==> src/rtl/uart_driver.sv <==
// uart_driver: valid/ready byte FIFO feeding an 8N1 serializer (LSB first),
// emitting back-to-back frames with no idle gap between them.
module uart_driver #(
  parameter int unsigned CLKS_PER_BIT = 1798,
  parameter int unsigned FIFO_AW      = 2
) (
  input  logic             clk_i,
  input  logic             rst_ni,
  input  logic [7:0]       data_i,
  input  logic             valid_i,
  output logic             ready_o,
  output logic             uart_tx_o,
  output logic             busy_o,
  output logic [FIFO_AW:0] fifo_cnt_o
);

  localparam int unsigned DEPTH = 1 << FIFO_AW;
  localparam int unsigned CW    = FIFO_AW + 1;
  localparam int unsigned BW    = (CLKS_PER_BIT > 1) ? $clog2(CLKS_PER_BIT) : 1;

  localparam logic [1:0] S_IDLE  = 2'd0;
  localparam logic [1:0] S_START = 2'd1;
  localparam logic [1:0] S_DATA  = 2'd2;
  localparam logic [1:0] S_STOP  = 2'd3;

  logic [1:0]         r_state;
  logic [BW-1:0]      r_bcnt;
  logic [2:0]         r_bit_idx;
  logic [7:0]         r_shift;
  logic               r_tx;
  logic [7:0]         r_mem [DEPTH];
  logic [FIFO_AW-1:0] r_wptr;
  logic [FIFO_AW-1:0] r_rptr;
  logic [CW-1:0]      r_cnt;

  logic w_tick;
  logic w_empty;
  logic w_full;
  logic w_push;
  logic w_pop;

  assign w_tick  = (r_bcnt == BW'(CLKS_PER_BIT - 1));
  assign w_empty = (r_cnt == '0);
  assign w_full  = (r_cnt == CW'(DEPTH));
  assign w_push  = valid_i & ~w_full;
  // The head is consumed either from IDLE or on the final STOP tick so the
  // next start bit begins on the very edge the current stop bit ends.
  assign w_pop   = ~w_empty & ((r_state == S_IDLE) | ((r_state == S_STOP) & w_tick));

  assign ready_o    = ~w_full;
  assign busy_o     = (r_state != S_IDLE) | ~w_empty;
  assign fifo_cnt_o = r_cnt;
  assign uart_tx_o  = r_tx;

  always_ff @(posedge clk_i) begin
    if (w_push) begin
      r_mem[r_wptr] <= data_i;
    end
  end

  always_ff @(posedge clk_i or negedge rst_ni) begin
    if (!rst_ni) begin
      r_wptr <= '0;
      r_rptr <= '0;
      r_cnt  <= '0;
    end else begin
      if (w_push) begin
        r_wptr <= r_wptr + FIFO_AW'(1);
      end
      if (w_pop) begin
        r_rptr <= r_rptr + FIFO_AW'(1);
      end
      case ({w_push, w_pop})
        2'b10:   r_cnt <= r_cnt + CW'(1);
        2'b01:   r_cnt <= r_cnt - CW'(1);
        default: r_cnt <= r_cnt;
      endcase
    end
  end

  always_ff @(posedge clk_i or negedge rst_ni) begin
    if (!rst_ni) begin
      r_state   <= S_IDLE;
      r_bcnt    <= '0;
      r_bit_idx <= '0;
      r_shift   <= '0;
      r_tx      <= 1'b1;
    end else begin
      case (r_state)
        S_IDLE: begin
          r_bcnt <= '0;
          if (!w_empty) begin
            r_state <= S_START;
            r_shift <= r_mem[r_rptr];
            r_tx    <= 1'b0;
          end
        end
        S_START: begin
          if (w_tick) begin
            r_state   <= S_DATA;
            r_tx      <= r_shift[0];
            r_bit_idx <= '0;
            r_bcnt    <= '0;
          end else begin
            r_bcnt <= r_bcnt + BW'(1);
          end
        end
        S_DATA: begin
          if (w_tick) begin
            r_bcnt <= '0;
            if (r_bit_idx == 3'd7) begin
              r_state <= S_STOP;
              r_tx    <= 1'b1;
            end else begin
              r_shift   <= {1'b0, r_shift[7:1]};
              r_tx      <= r_shift[1];
              r_bit_idx <= r_bit_idx + 3'd1;
            end
          end else begin
            r_bcnt <= r_bcnt + BW'(1);
          end
        end
        default: begin
          if (w_tick) begin
            r_bcnt <= '0;
            if (!w_empty) begin
              r_state <= S_START;
              r_shift <= r_mem[r_rptr];
              r_tx    <= 1'b0;
            end else begin
              r_state <= S_IDLE;
            end
          end else begin
            r_bcnt <= r_bcnt + BW'(1);
          end
        end
      endcase
    end
  end

endmodule

==> config.mk <==
export PLATFORM = sky130hd
export DESIGN_NAME = uart_driver
export DESIGN_NICKNAME = d
export VERILOG_FILES = /design/src/rtl/uart_driver.sv
export SDC_FILE = /design/constraint.sdc
export NUM_CORES = 1
export LEC_CHECK = 0
export BUFFER_PORTS_ARGS = -buffer_cell sky130_fd_sc_hd__buf_4
export CAP_MARGIN = 20
export CORE_UTILIZATION = 60
export DETAILED_ROUTE_END_ITERATION = 10
export HOLD_SLACK_MARGIN = 0.03
export PLACE_DENSITY = 0.87
export SLEW_MARGIN = 5
export SYNTH_ARGS = -nofsm -noshare
export SYNTH_HDL_FRONTEND = slang
export SYNTH_SLANG_ARGS = --single-unit
==> constraint.sdc <==
create_clock -name clk_i -period 2.9 [get_ports clk_i]
set_input_delay 0.29 -clock clk_i [delete_from_list [all_inputs] [get_ports clk_i]]
set_output_delay 0.29 -clock clk_i [all_outputs]
set_load 0.005 [all_outputs]
## After elaboration in Yosys (flattened, before gate mapping)

Memories as Yosys holds them, arrays and structs flattened.
Index checks and enable logic that the tools add are counted.

| word-level totals | value |
|---|---|
| bits in writable memories | 32 |
| logic and storage cells | 73 |
| register bits after elaboration | 32 |
| memories | 1 |
| input port bits | 11 |
| output and inout bits | 6 |

| operators by class | value |
|---|---|
| multiplexer cells | 27 |
| add/sub/neg operators | 6 |
| reduce and logical (&&, ||, !) cells | 10 |
| eq/ne operators | 13 |
| bitwise gates (word level) | 8 |

Memories:

| name | depth | bits a word | read ports | clocked after Yosys merged registers in | wr ports | RTL line | source |
|---|---|---|---|---|---|---|---|
| r_mem | 4 | 8 | 1 | 0 | 1 | 31 | `logic [7:0] r_mem [DEPTH];` |

Operators with widths:

| kind | count |
|---|---|
| 2-to-1 mux 8 bit | 4 |
| one-hot mux 8 bit (3 select lines) | 1 |
| 2-to-1 mux 11 bit | 2 |
| one-hot mux 3 bit (2 select lines) | 2 |
| adder 11 x 1 -> 11 bit (second input constant) | 1 |
| equality test 11 bit (second input constant) | 1 |
| 2-to-1 mux 2 bit | 5 |
| != test 2 bit (second input constant) | 5 |
| 2-to-1 mux 3 bit | 3 |
| 2-to-1 mux 1 bit | 8 |
| AND reduction 4 bit | 2 |
| nonzero test 2 bit | 4 |
| adder 3 x 1 -> 3 bit (second input constant) | 2 |
| equality test 2 bit (second input constant) | 3 |
| equality test 3 bit (second input constant) | 2 |
| one-hot mux 2 bit (3 select lines) | 1 |
| AND reduction 5 bit | 1 |
| adder 2 x 1 -> 2 bit (second input constant) | 2 |
| equality test 2 x 1 -> 1 bit (second input constant) | 2 |
| bitwise AND 1 bit | 3 |
| logical NOT 3 bit | 1 |
| inverter 1 bit | 3 |
| one-hot mux 1 bit (3 select lines) | 1 |
| AND reduction 3 bit | 1 |
| 3 further kinds | 4 |

## Longest topological paths before layout

Gate-level depths: netlist of the first run.

| depth | value |
|---|---|
| depth after elaboration | 6 |
| gate-level depth with buffers | 11 |
| gate-level depth less buffers | 11 |

## Worst setup path after synthesis of the first run

No wires, ideal clock.

| timing | value |
|---|---|
| path kind | register to register |
| start | register r_bcnt[1] |
| end | register r_cnt[2] (netlist: fifo_cnt_o[2]) |
| clock period less this slack | 2.182 ns |
| arrival | 2.103 ns |
| setup slack | 0.718 ns |
| path buffers | 0 |
| stages on the path, launching flop included | 12 |
| library setup time | 0.079 ns |
| path through | dfrtp_1 inv_1 ha_1 nor4b_4 a41oi_1 nor2_1 ha_1 inv_1 fa_1 xor2_1 nor2_1 xor2_1 |

| between the ends | value |
|---|---|
| longest elaborated chain between the ends | 6 |
| elaborated cells between the ends (all ways) | 8 |
| those cells by class | 3 x eq/ne; 1 x mux; 3 x bitwise; 1 x reduce/logical |

Ends and longest elaborated chain:

| element | RTL line | source |
|---|---|---|
| start, declared | 27 | `logic [BW-1:0] r_bcnt;` |
| start signal, assigned | 105 | `r_bcnt <= r_bcnt + BW'(1);` |
| start signal, assigned | 120 | `r_bcnt <= r_bcnt + BW'(1);` |
| start signal, assigned | 134 | `r_bcnt <= r_bcnt + BW'(1);` |
| equality test 11 bit * | 42 | `assign w_tick = (r_bcnt == BW'(CLKS_PER_BIT - 1));` |
| bitwise AND 1 bit * | 48 | `assign w_pop = ~w_empty & ((r_state == S_IDLE) \| ((r_state == S_STOP) & w_tick));` |
| OR 1 bit * | 48 |  |
| bitwise AND 1 bit * | 48 |  |
| net w_pop | 40 | `logic w_pop;` |
| equality test 2 x 1 -> 1 bit or equality test 2 bit (tied branches) | 73 | `case ({w_push, w_pop})` |
| one-hot mux 3 bit (2 select lines) or nonzero test 2 bit (tied branches) | - |  |
| end signal, assigned | 74 | `2'b10: r_cnt <= r_cnt + CW'(1);` |
| end signal, assigned | 75 | `2'b01: r_cnt <= r_cnt - CW'(1);` |
| end signal, assigned | 76 | `default: r_cnt <= r_cnt;` |
| end, declared | 34 | `logic [CW-1:0] r_cnt;` |

Mark *: on every way through the listed nets, which the timed path passes. The rest lies on a longest branch.
A chain may end at the register's enable or synchronous reset.

## Final worst setup path of the first run

Ends and elaborated chain as after synthesis.

==> impl_metrics.py, run 1 <==
metrics = {
    "placement": {
        "placed_cells": 287,
        "portBuffers": 16,
        "dpl.hpwl_um": 3490,
        "gp_congestion": 0.807,
        "placedInstanceArea_sq_um": 3140,
    },
    "cts": {
        "cts_root_buf": "clkbuf_8",
        "clk_latency_ns": 0.35,
        "numCtsBuffers": 9,
        "cts_tree": "yes",
        "cts_sinks": 64,
        "htree_levels": 3,
        "clock_path_buffers": 2,
        "clkTransAtPathRegs_ns": 0.08,
    },
    "floorplan": {
        "pin_count": 17,
        "initial_core_util_pct": 62.4,
        "die_h_um": 72.3,
        "rows": 25,
        "die-area_sq_um": 5230,
        "die_w_um": 72.3,
        "core-area_sq_um": 4750,
    },
    "timing": {
        "tightest_slew_ns": 0.658,
        "fin_skew_ns": 0.00821,
        "finalHoldViolCount": 0,
        "rsz0062_at_grt": "false",
        "fmax_mhz": 406,
        "period_minus_slack_ns": 2.46,
        "setup_viol": 0,
        "maxSlewHeadroom_pct": 56.2,
        "slew_viol_final": 0,
        "period_share_pct": 84.9,
        "tns_ns": 0,
    },
    "synthesis": {
        "synthTopCellsByCount": "edfxtp_1, dfrtp_1, mux2_2",
        "syn-num-nets": 235,
        "ys_ff_latch": 64,
        "synthCells": 209,
        "syn_area_per_cell_sq_um": 14.2,
        "synth_edf_count": 32,
        "yosysMostFrequentCell": "edfxtp_1",
        "ys_top_cells_by_area": "edfxtp_1, dfrtp_1, mux2_2",
        "netlist_area_sq_um": 2970,
        "async_flop_share_pct": 50.0,
        "ys_seq_area_share_pct": 59.4,
        "synth_top_area_cell": "edfxtp_1",
        "yosysWarnings": 0,
        "ys.flop_type": "edfxtp_1",
        "synth_cell_type_count": 38,
        "netlist.area_leader.share_pct": 32.4,
    },
    "min_path": {
        "min_from": "data_i[6]",
        "hold_depth": 1,
        "hold_path_class": "in -> reg",
        "holdPathEnd": "r_mem[0][6]",
    },
    "layout": {
        "area_delta_synth_final_pct": 12.2,
        "fin_area_sq_um": 3330,
        "fillers": 325,
        "multi_input_area_sq_um": 1130,
        "final_nets": 258,
        "drive_above_1_share_pct": 27.0,
        "ff_latch_area_sq_um": 1760,
        "final_cells": 304,
        "antennaDiodeCount": 0,
    },
    "worst_setup_path": {
        "crit_required_ns": 3.17,
        "max_stage_delay_ns": 0.41,
        "cpMaxStageDelayCell": "dfrtp_1",
        "path_cells": "inv_1, ha_1, nor4b_4, a41oi_1, nor2_1, ha_1, inv_1, fa_1, xor2_1, nor2_1, xor2_1",
        "cp_max_fo": 4,
        "startpoint_type": "flip-flop",
        "timing.rr.start": "r_bcnt[1]",
        "r2r_setup_slack_ns": 0.44,
        "path_buf_inv": 2,
        "r2r_end": "fifo_cnt_o[2]",
        "critPathArrivalTime_ns": 2.73,
        "crit_type": "reg -> reg",
        "path_delay_family": "adder cells",
        "crit_path_end_kind": "flip-flop",
        "r2r_cells": 11,
    },
    "global_routing": {
        "grt_pass1_wl_um": 8380,
        "global_route.overflow_total": 0,
        "grt_max_degree": 33,
        "grt_usage_pct": 22.6,
        "grt_pass1_vias": 1738,
        "antenna_found_initial": 0,
    },
    "status": {
        "outcome": "finished, final reports clean",
    },
    "route": {
        "drc": 0,
        "first_pass_iters": 4,
        "vias_per_cell": 5.62,
        "wirelength_um": 5150,
        "drtIter0Drc": 65,
        "antenna_left": 0,
        "routedWlPerCell_um": 16.9,
        "num_vias": 1707,
    },
    "pwr": {
        "ir_worst_vdd_v": 0.000688,
        "power_density_nw_per_um2": 980,
        "leakage_nw": 1.35,
    },
    "job": {
        "drv_cap": 0,
    },
}
[cell type report]
type,instances,share of cell area (%)
well taps,67,2.52
repair buffers,17,3.91
flip-flops and latches,64,53.0
clock buffers,9,3.72
inverters,12,1.35
multi-input cells,128,33.9
clock inverters,7,1.62
[per-stage QoR]
step           utilization, %  worst slack [ns]  hold slack [ns]  power, mW
2_1_floorplan               -             0.718         -0.00559       2.29
3_3_place_gp             66.1             0.615            0.249       2.50
3_5_place_dp             66.1             0.503            0.253       2.58
4_1_cts                  70.0             0.461            0.128       3.29
5_1_grt                  70.0             0.261            0.129       3.47
6_report                 70.0             0.439            0.146       3.26
[registers in the layout (all words and copies together), names as in the netlist]
signal and flops:
fifo_cnt_o 3, r_bcnt 11, r_bit_idx 3, r_mem 32, r_rptr 2, r_shift 8
r_state 2, r_wptr 2, uart_tx_o 1
[layer usage]
metal / up-vias / global-route usage, % / routed length [um]
met5: - / 0 / 0
met4: 0 / 12.9 / 136
met3: 16 / 6.81 / 243
met2: 46 / 33.3 / 2420
met1: 847 / 30.3 / 2340
li1: 798 / - / -
[logic make-up after synthesis]
kind of cell,share of synthesized area (%)
xor gates and xnor gates,4.43
muxes,12.9
and+or+nand+nor,10.7
DFF,59.4
AOI/OAI and AO/OA,3.46
adders and majority gates,6.58
buffers and inverters,2.49
[report_power, final]
part	leakage [nW]	switching, mW	internal [mW]
logic	0.567	0.533	0.595
registers	0.696	0.223	1.22
clock network	0.0827	0.376	0.317
[what timing repair did]
action                     CTS  global route
gates resized for setup      0             0
setup endpoints to repair    0             0
hold buffers                 1             0
hold endpoints to repair    31             0
setup buffers                0             0
[worst max path at each step]
stage                         start       endpoint  slack (ns)  depth (start not counted)
after detailed placement  r_bcnt[1]  fifo_cnt_o[2]        0.50                         11
after floorplan           r_bcnt[1]  fifo_cnt_o[2]        0.72                         11
after global routing      r_bcnt[1]  fifo_cnt_o[2]        0.26                         11
after CTS                 r_bcnt[1]  fifo_cnt_o[2]        0.46                         11
final                     r_bcnt[1]  fifo_cnt_o[2]        0.44                         11
after global placement    r_bcnt[1]  fifo_cnt_o[2]        0.61                         11
[worst register-to-register path, cell delays in order (launching register included)]
cell	delay (ns)
dfrtp_1	0.41
inv_1	0.07
ha_1	0.14
nor4b_4	0.26
a41oi_1	0.17
nor2_1	0.23
ha_1	0.24
inv_1	0.06
fa_1	0.37
xor2_1	0.16
nor2_1	0.12
xor2_1	0.16
[layout by cell type (no fill, tap or decap), drive strengths merged, types with 2 or more instances in the layout]
cell and instances:
nand2b 2, dfrtp 31, nor3 2, o21ai 7, a21oi 3, inv 15, and2 2, nand4 2
nor2 17, buf 16, ha 14, nor2b 2, clkinvlp 3, nand2 7, edfxtp 32, mux4 8
xor2 7, clkbuf 9, and3 6, mux2 18, nand3 11, xnor2 8
Note: power is estimated with default switching activity, not from simulation.
==> run 2: changes to the inputs <==
--- a/config.mk
+++ b/config.mk
@@ -7,10 +7,10 @@
 export LEC_CHECK = 0
 export BUFFER_PORTS_ARGS = -buffer_cell sky130_fd_sc_hd__buf_4
 export CAP_MARGIN = 20
-export CORE_UTILIZATION = 60
+export CORE_UTILIZATION = 54
 export DETAILED_ROUTE_END_ITERATION = 10
 export HOLD_SLACK_MARGIN = 0.03
-export PLACE_DENSITY = 0.87
+export PLACE_DENSITY = 0.83
 export SLEW_MARGIN = 5
 export SYNTH_ARGS = -nofsm -noshare
 export SYNTH_HDL_FRONTEND = slang
==> constraint.sdc (replaced) <==
create_clock -name clk_i -period 2.01 [get_ports clk_i]
set_input_delay 0.201 -clock clk_i [delete_from_list [all_inputs] [get_ports clk_i]]
set_output_delay 0.201 -clock clk_i [all_outputs]
set_load 0.005 [all_outputs]
==> impl_metrics.py, run 2 (synthesized netlist as in run 1, its figures left out) <==
metrics = {
    "status": {
        "outcome": "complete, but fails checks",
        "failed_checks": "negative setup slack",
    },
    "cts": {
        "cts_root_buf": "clkbuf_8",
        "cts_tree": "yes",
        "htree_levels": 3,
        "cts_sinks": 64,
        "clock_path_buffers": 2,
        "numCtsBuffers": 9,
        "clk_latency_ns": 0.34,
        "clkTransAtPathRegs_ns": 0.07,
    },
    "floorplan": {
        "pin_count": 17,
        "die_h_um": 76.1,
        "core-area_sq_um": 5200,
        "initial_core_util_pct": 57.0,
        "rows": 26,
        "die_w_um": 76.1,
        "die-area_sq_um": 5790,
    },
    "layout": {
        "largest_reg_flops": 32,
        "final_nets": 283,
        "area_delta_synth_final_pct": 20.0,
        "final_common_cell": "buf_4",
        "biggestRegsByFlops": "r_mem: 32 flops, r_bcnt: 11 flops, r_shift: 8 flops",
        "antennaDiodeCount": 0,
        "layout_common_cells": "buf_4, edfxtp_1, dfrtp_1, mux2_2, nor2_1",
        "regMostFlops": "r_mem",
        "drive_above_1_share_pct": 35.9,
    },
    "route": {
        "num_vias": 1790,
        "met1_length_um": 2440,
        "routed.top_layer": "met4",
        "wirelength_um": 5370,
        "routedWlPerCell_um": 16.2,
        "drc": 0,
        "route.met2.wl_um": 2680,
        "vias_per_cell": 5.39,
        "antenna_left": 0,
        "drtIter0Drc": 75,
        "first_pass_iters": 4,
        "dr_wl_met3_um": 192,
    },
    "worst_setup_path": {
        "path_cells": "inv_2, ha_4, nor4b_4, a41oi_2, nor2_2, ha_2, inv_2, fa_2, xor2_1, nor2_1, xor2_1",
        "crit_path_end_kind": "flip-flop",
        "r2r_setup_slack_ns": -0.19,
        "r2r_end": "fifo_cnt_o[2]",
        "cp_max_fo": 2,
        "critPathArrivalTime_ns": 2.46,
        "max_stage_delay_ns": 0.39,
        "r2r_cells": 11,
        "cpMaxStageDelayCell": "dfrtp_1",
        "path_buf_inv": 2,
        "crit_type": "reg -> reg",
        "startpoint_type": "flip-flop",
        "path_delay_family": "adder cells",
        "crit_required_ns": 2.26,
        "timing.rr.start": "r_bcnt[1]",
    },
    "timing": {
        "slew_viol_final": 0,
        "tns_ns": -0.250,
        "finalHoldViolCount": 0,
        "period_minus_slack_ns": 2.20,
        "rsz0062_at_grt": "true",
        "maxSlewHeadroom_pct": 70.3,
        "fin_skew_ns": 0.0110,
        "setup_viol": 2,
        "setup_ws_ns": -0.193,
        "fin_hold_ws_ns": 0.0626,
        "fmax_mhz": 454,
        "tightest_slew_ns": 0.446,
        "period_share_pct": 110,
    },
    "global_routing": {
        "grt_pass1_vias": 1867,
        "global_route.overflow_total": 0,
        "grt_usage_pct": 20.6,
        "grt_pass1_wl_um": 8980,
        "grt_max_degree": 33,
        "antenna_found_initial": 0,
    },
    "pwr": {
        "p_seq_share_pct": 39.0,
        "leakage_nw": 1.48,
        "switchingPower_mw": 1.65,
        "pwr-share-clk_pct": 20.3,
        "combPwrFrac_pct": 40.7,
        "power_density_nw_per_um2": 1430,
        "ir_worst_vdd_v": 0.000845,
        "switching_share_pct": 32.5,
        "p_int_mw": 3.43,
    },
    "job": {
        "drv_cap": 0,
    },
    "min_path": {
        "min_from": "data_i[5]",
        "hold_depth": 1,
        "holdPathEnd": "r_mem[0][5]",
        "hold_path_class": "in -> reg",
    },
    "placement": {
        "dpl.hpwl_um": 3700,
        "gp_congestion": 0.838,
        "portBuffers": 16,
    },
}
[run 2: cell types whose count changed in the layout (fill, tap and decap cells not counted), moves of 2 or more]
cell,change
inv_6,-3
inv_1,-2
buf_4,+25
clkinvlp_4,-2
clkinv_1,+3
ha_2,+2
ha_1,-3
inv_2,+2
[run 2: final cells by class]
class                      count  area (sq um)
inverter                      12          45.0
timing repair buffer          42           318
clock inverter                 7          62.6
sequential                    64          1760
multi-input combinational    128          1160
fill                         355          1650
clock buffer                   9           124
tap                           70          87.6
[run 2: power by group through the flow]
stage	Sequential [mW]	Combinational, mW	Clock [mW]
floorplan	1.95	1.38	0
global placement	1.96	1.94	0
detailed placement	1.99	2.01	0
CTS	1.97	2.05	1.05
global route	2.01	2.25	1.11
finish	1.98	2.07	1.03
[run 2: worst max path at each step]
stage          startpoint            end  slack (ns)  cells past startpoint
2_1_floorplan   r_bcnt[1]  fifo_cnt_o[2]       -0.15                     11
3_3_place_gp    r_bcnt[1]  fifo_cnt_o[2]       -0.11                     11
3_5_place_dp    r_bcnt[1]  fifo_cnt_o[2]       -0.18                     11
4_1_cts         r_bcnt[1]  fifo_cnt_o[2]       -0.21                     11
5_1_grt         r_bcnt[1]  fifo_cnt_o[2]       -0.33                     11
6_report        r_bcnt[1]  fifo_cnt_o[2]       -0.19                     11
[run 2: through the flow]
step	instances	utilization, %	area (sq um)	power [mW]	setup WS [ns]
5_1_grt	332	68.4	3560	5.37	-0.327
3_3_place_gp	313	64.0	3330	3.90	-0.109
3_5_place_dp	313	64.0	3330	4.00	-0.184
2_1_floorplan	209	-	2980	3.33	-0.149
4_1_cts	331	68.0	3540	5.07	-0.215
6_report	332	68.4	3560	5.08	-0.193
[run 2: metal layers]
layer | up-vias | track usage, %
met1 | 896 | 27.4
met2 | 37 | 33.2
met4 | 0 | 8.65
met3 | 7 | 4.43
li1 | 850 | -
met5 | - | 0
[run 2: what timing repair did]
action,CTS,global route
pin swaps,5,7
setup buffers,1,1
endpoints found under the hold margin,31,0
hold buffers,1,0
gates resized for setup,0,5
setup endpoints to repair,2,14
==> run 3: changes to the inputs <==
--- a/config.mk
+++ b/config.mk
@@ -5,12 +5,14 @@
 export SDC_FILE = /design/constraint.sdc
 export NUM_CORES = 1
 export LEC_CHECK = 0
+export ABC_CLOCK_PERIOD_IN_PS = 2009
 export BUFFER_PORTS_ARGS = -buffer_cell sky130_fd_sc_hd__buf_4
 export CAP_MARGIN = 20
-export CORE_UTILIZATION = 54
+export CORE_UTILIZATION = 57
+export CTS_BUF_LIST = sky130_fd_sc_hd__clkbuf_8
 export DETAILED_ROUTE_END_ITERATION = 10
 export HOLD_SLACK_MARGIN = 0.03
-export PLACE_DENSITY = 0.83
+export PLACE_DENSITY = 0.86
 export SLEW_MARGIN = 5
 export SYNTH_ARGS = -nofsm -noshare
 export SYNTH_HDL_FRONTEND = slang
==> impl_metrics.py, run 3 (synthesized netlist as in run 1, its figures left out) <==
metrics = {
    "status": {
        "outcome": "complete, but fails checks",
        "failed_checks": "negative setup slack",
    },
    "layout": {
        "antennaDiodeCount": 0,
        "fillers": 311,
        "fin_area_sq_um": 3580,
        "regMostFlops": "r_mem",
        "final_common_cell": "buf_4",
        "biggestRegsByFlops": "r_mem: 32 flops, r_bcnt: 11 flops, r_shift: 8 flops",
        "final_nets": 281,
        "layout_common_cells": "buf_4, edfxtp_1, dfrtp_1, nor2_1, mux2_2",
        "area_delta_synth_final_pct": 20.6,
        "largest_reg_flops": 32,
        "final_cells": 327,
        "drive_above_1_share_pct": 36.5,
        "post-route-util_pct": 73.3,
    },
    "route": {
        "drc": 0,
        "vias_per_cell": 5.39,
        "routedWlPerCell_um": 15.9,
        "drtIter0Drc": 83,
        "wirelength_um": 5210,
        "num_vias": 1764,
        "antenna_left": 0,
        "first_pass_iters": 4,
    },
    "pwr": {
        "power_density_nw_per_um2": 1450,
        "combPwrFrac_pct": 40.4,
        "switching_share_pct": 32.9,
        "power_mw": 5.20,
        "p_int_mw": 3.49,
        "pwr-share-clk_pct": 21.5,
        "switchingPower_mw": 1.71,
        "p_seq_share_pct": 38.1,
        "leakage_nw": 1.48,
        "ir_worst_vdd_v": 0.00106,
    },
    "placement": {
        "dpl.hpwl_um": 3720,
        "gp_congestion": 0.847,
        "placedInstanceArea_sq_um": 3310,
        "placed_cells": 307,
        "portBuffers": 16,
    },
    "min_path": {
        "min_from": "data_i[0]",
        "hold_path_class": "in -> reg",
        "hold_depth": 1,
        "holdPathEnd": "r_mem[1][0]",
    },
    "timing": {
        "period_share_pct": 115,
        "period_minus_slack_ns": 2.30,
        "tightest_slew_ns": 0.446,
        "slew_viol_final": 0,
        "fmax_mhz": 434,
        "fin_skew_ns": 0.00980,
        "setup_viol": 2,
        "finalHoldViolCount": 0,
        "maxSlewHeadroom_pct": 70.2,
        "setup_ws_ns": -0.295,
        "rsz0062_at_grt": "true",
    },
    "cts": {
        "clock_path_buffers": 2,
        "clkTransAtPathRegs_ns": 0.08,
        "htree_levels": 3,
        "cts_root_buf": "clkbuf_8",
        "cts_tree": "yes",
        "clk_latency_ns": 0.35,
        "numCtsBuffers": 9,
        "cts_sinks": 64,
    },
    "global_routing": {
        "global_route.overflow_total": 0,
        "grt_pass1_wl_um": 8830,
        "grt_max_degree": 33,
        "antenna_found_initial": 0,
        "grt_usage_pct": 22.8,
        "grt_pass1_vias": 1804,
    },
    "worst_setup_path": {
        "cpMaxStageDelayCell": "dfrtp_1",
        "r2r_cells": 11,
        "crit_path_end_kind": "flip-flop",
        "crit_path_start": "r_bcnt[1]",
        "path_buf_inv": 2,
        "path_delay_family": "adder cells",
        "crit_required_ns": 2.28,
        "crit_type": "reg -> reg",
        "critPathArrivalTime_ns": 2.57,
        "r2r_end": "fifo_cnt_o[2]",
        "path_depth": 11,
        "cp_max_fo": 2,
        "startpoint_type": "flip-flop",
        "path_cells": "inv_1, ha_1, nor4b_4, a41oi_2, nor2_2, ha_2, inv_1, fa_2, xor2_1, nor2_1, xor2_1",
        "timing.rr.start": "r_bcnt[1]",
        "r2r_setup_slack_ns": -0.29,
        "max_stage_delay_ns": 0.37,
    },
    "floorplan": {
        "core-area_sq_um": 4880,
        "die-area_sq_um": 5500,
        "die_h_um": 74.1,
        "die_w_um": 74.1,
        "pin_count": 17,
        "initial_core_util_pct": 60.8,
        "rows": 25,
    },
    "job": {
        "drv_cap": 0,
    },
}
## run 3: worst max-delay path by stage
stage | end
floorplan | fifo_cnt_o[2]
global placement | fifo_cnt_o[2]
detailed placement | fifo_cnt_o[2]
CTS | fifo_cnt_o[2]
global route | fifo_cnt_o[2]
finish | fifo_cnt_o[2]
## run 3: worst register-to-register path, cell delays in order (launching register included)
cell and delay [ns]:
dfrtp_1 0.37, inv_1 0.06, ha_1 0.14, nor4b_4 0.25
a41oi_2 0.18, nor2_2 0.20, ha_2 0.21, inv_1 0.05
fa_2 0.33, xor2_1 0.16, nor2_1 0.11, xor2_1 0.16
## run 3: area by class of cell
| class | instances | area, sq um | area share, % |
|---|---|---|---|
| Clock inverter | 7 | 78.8 | 2.20 |
| Timing Repair Buffer | 40 | 315 | 8.81 |
| Tap cell | 67 | 83.8 | 2.34 |
| Inverter | 12 | 45.0 | 1.26 |
| Clock buffer | 9 | 124 | 3.46 |
| Sequential cell | 64 | 1760 | 49.3 |
| Multi-Input combinational cell | 128 | 1170 | 32.6 |
## run 3: routing by layer
| layer | vias to the layer above | GRT usage (%) | share of wire (%) |
|---|---|---|---|
| met1 | 869 | 29.6 | 45 |
| met3 | 10 | 6.64 | 3.6 |
| met4 | 0 | 9.62 | 2.0 |
| met2 | 33 | 36.3 | 49 |
| met5 | - | 0 | 0 |
| li1 | 852 | - | - |
## run 3: timing repair
action,4_1_cts,5_1_grt
endpoints found under the hold margin,31,0
buffers inserted,1,2
hold buffers,1,0
pin swaps,4,4
endpoints found under the setup margin,2,12
gates resized for setup,0,7
## run 3: power by group through the flow
stage	combinational, mW	clock, mW	sequential, mW
floorplan	1.38	0	1.95
global placement	1.87	0	1.98
detailed placement	1.98	0	2.01
CTS	2.02	1.13	1.98
global route	2.30	1.19	2.02
finish	2.10	1.12	1.98
## run 3: per-stage QoR
| step | setup TNS [ns] | setup WS (ns) | hold slack (ns) |
|---|---|---|---|
| after CTS | -0.359 | -0.248 | 0.0398 |
| after global placement | -0.0963 | -0.0963 | 0.161 |
| final | -0.458 | -0.295 | 0.0441 |
| after detailed placement | -0.359 | -0.254 | 0.162 |
| after floorplan | -0.180 | -0.149 | -0.0946 |
| after global routing | -0.696 | -0.435 | 0.0386 |
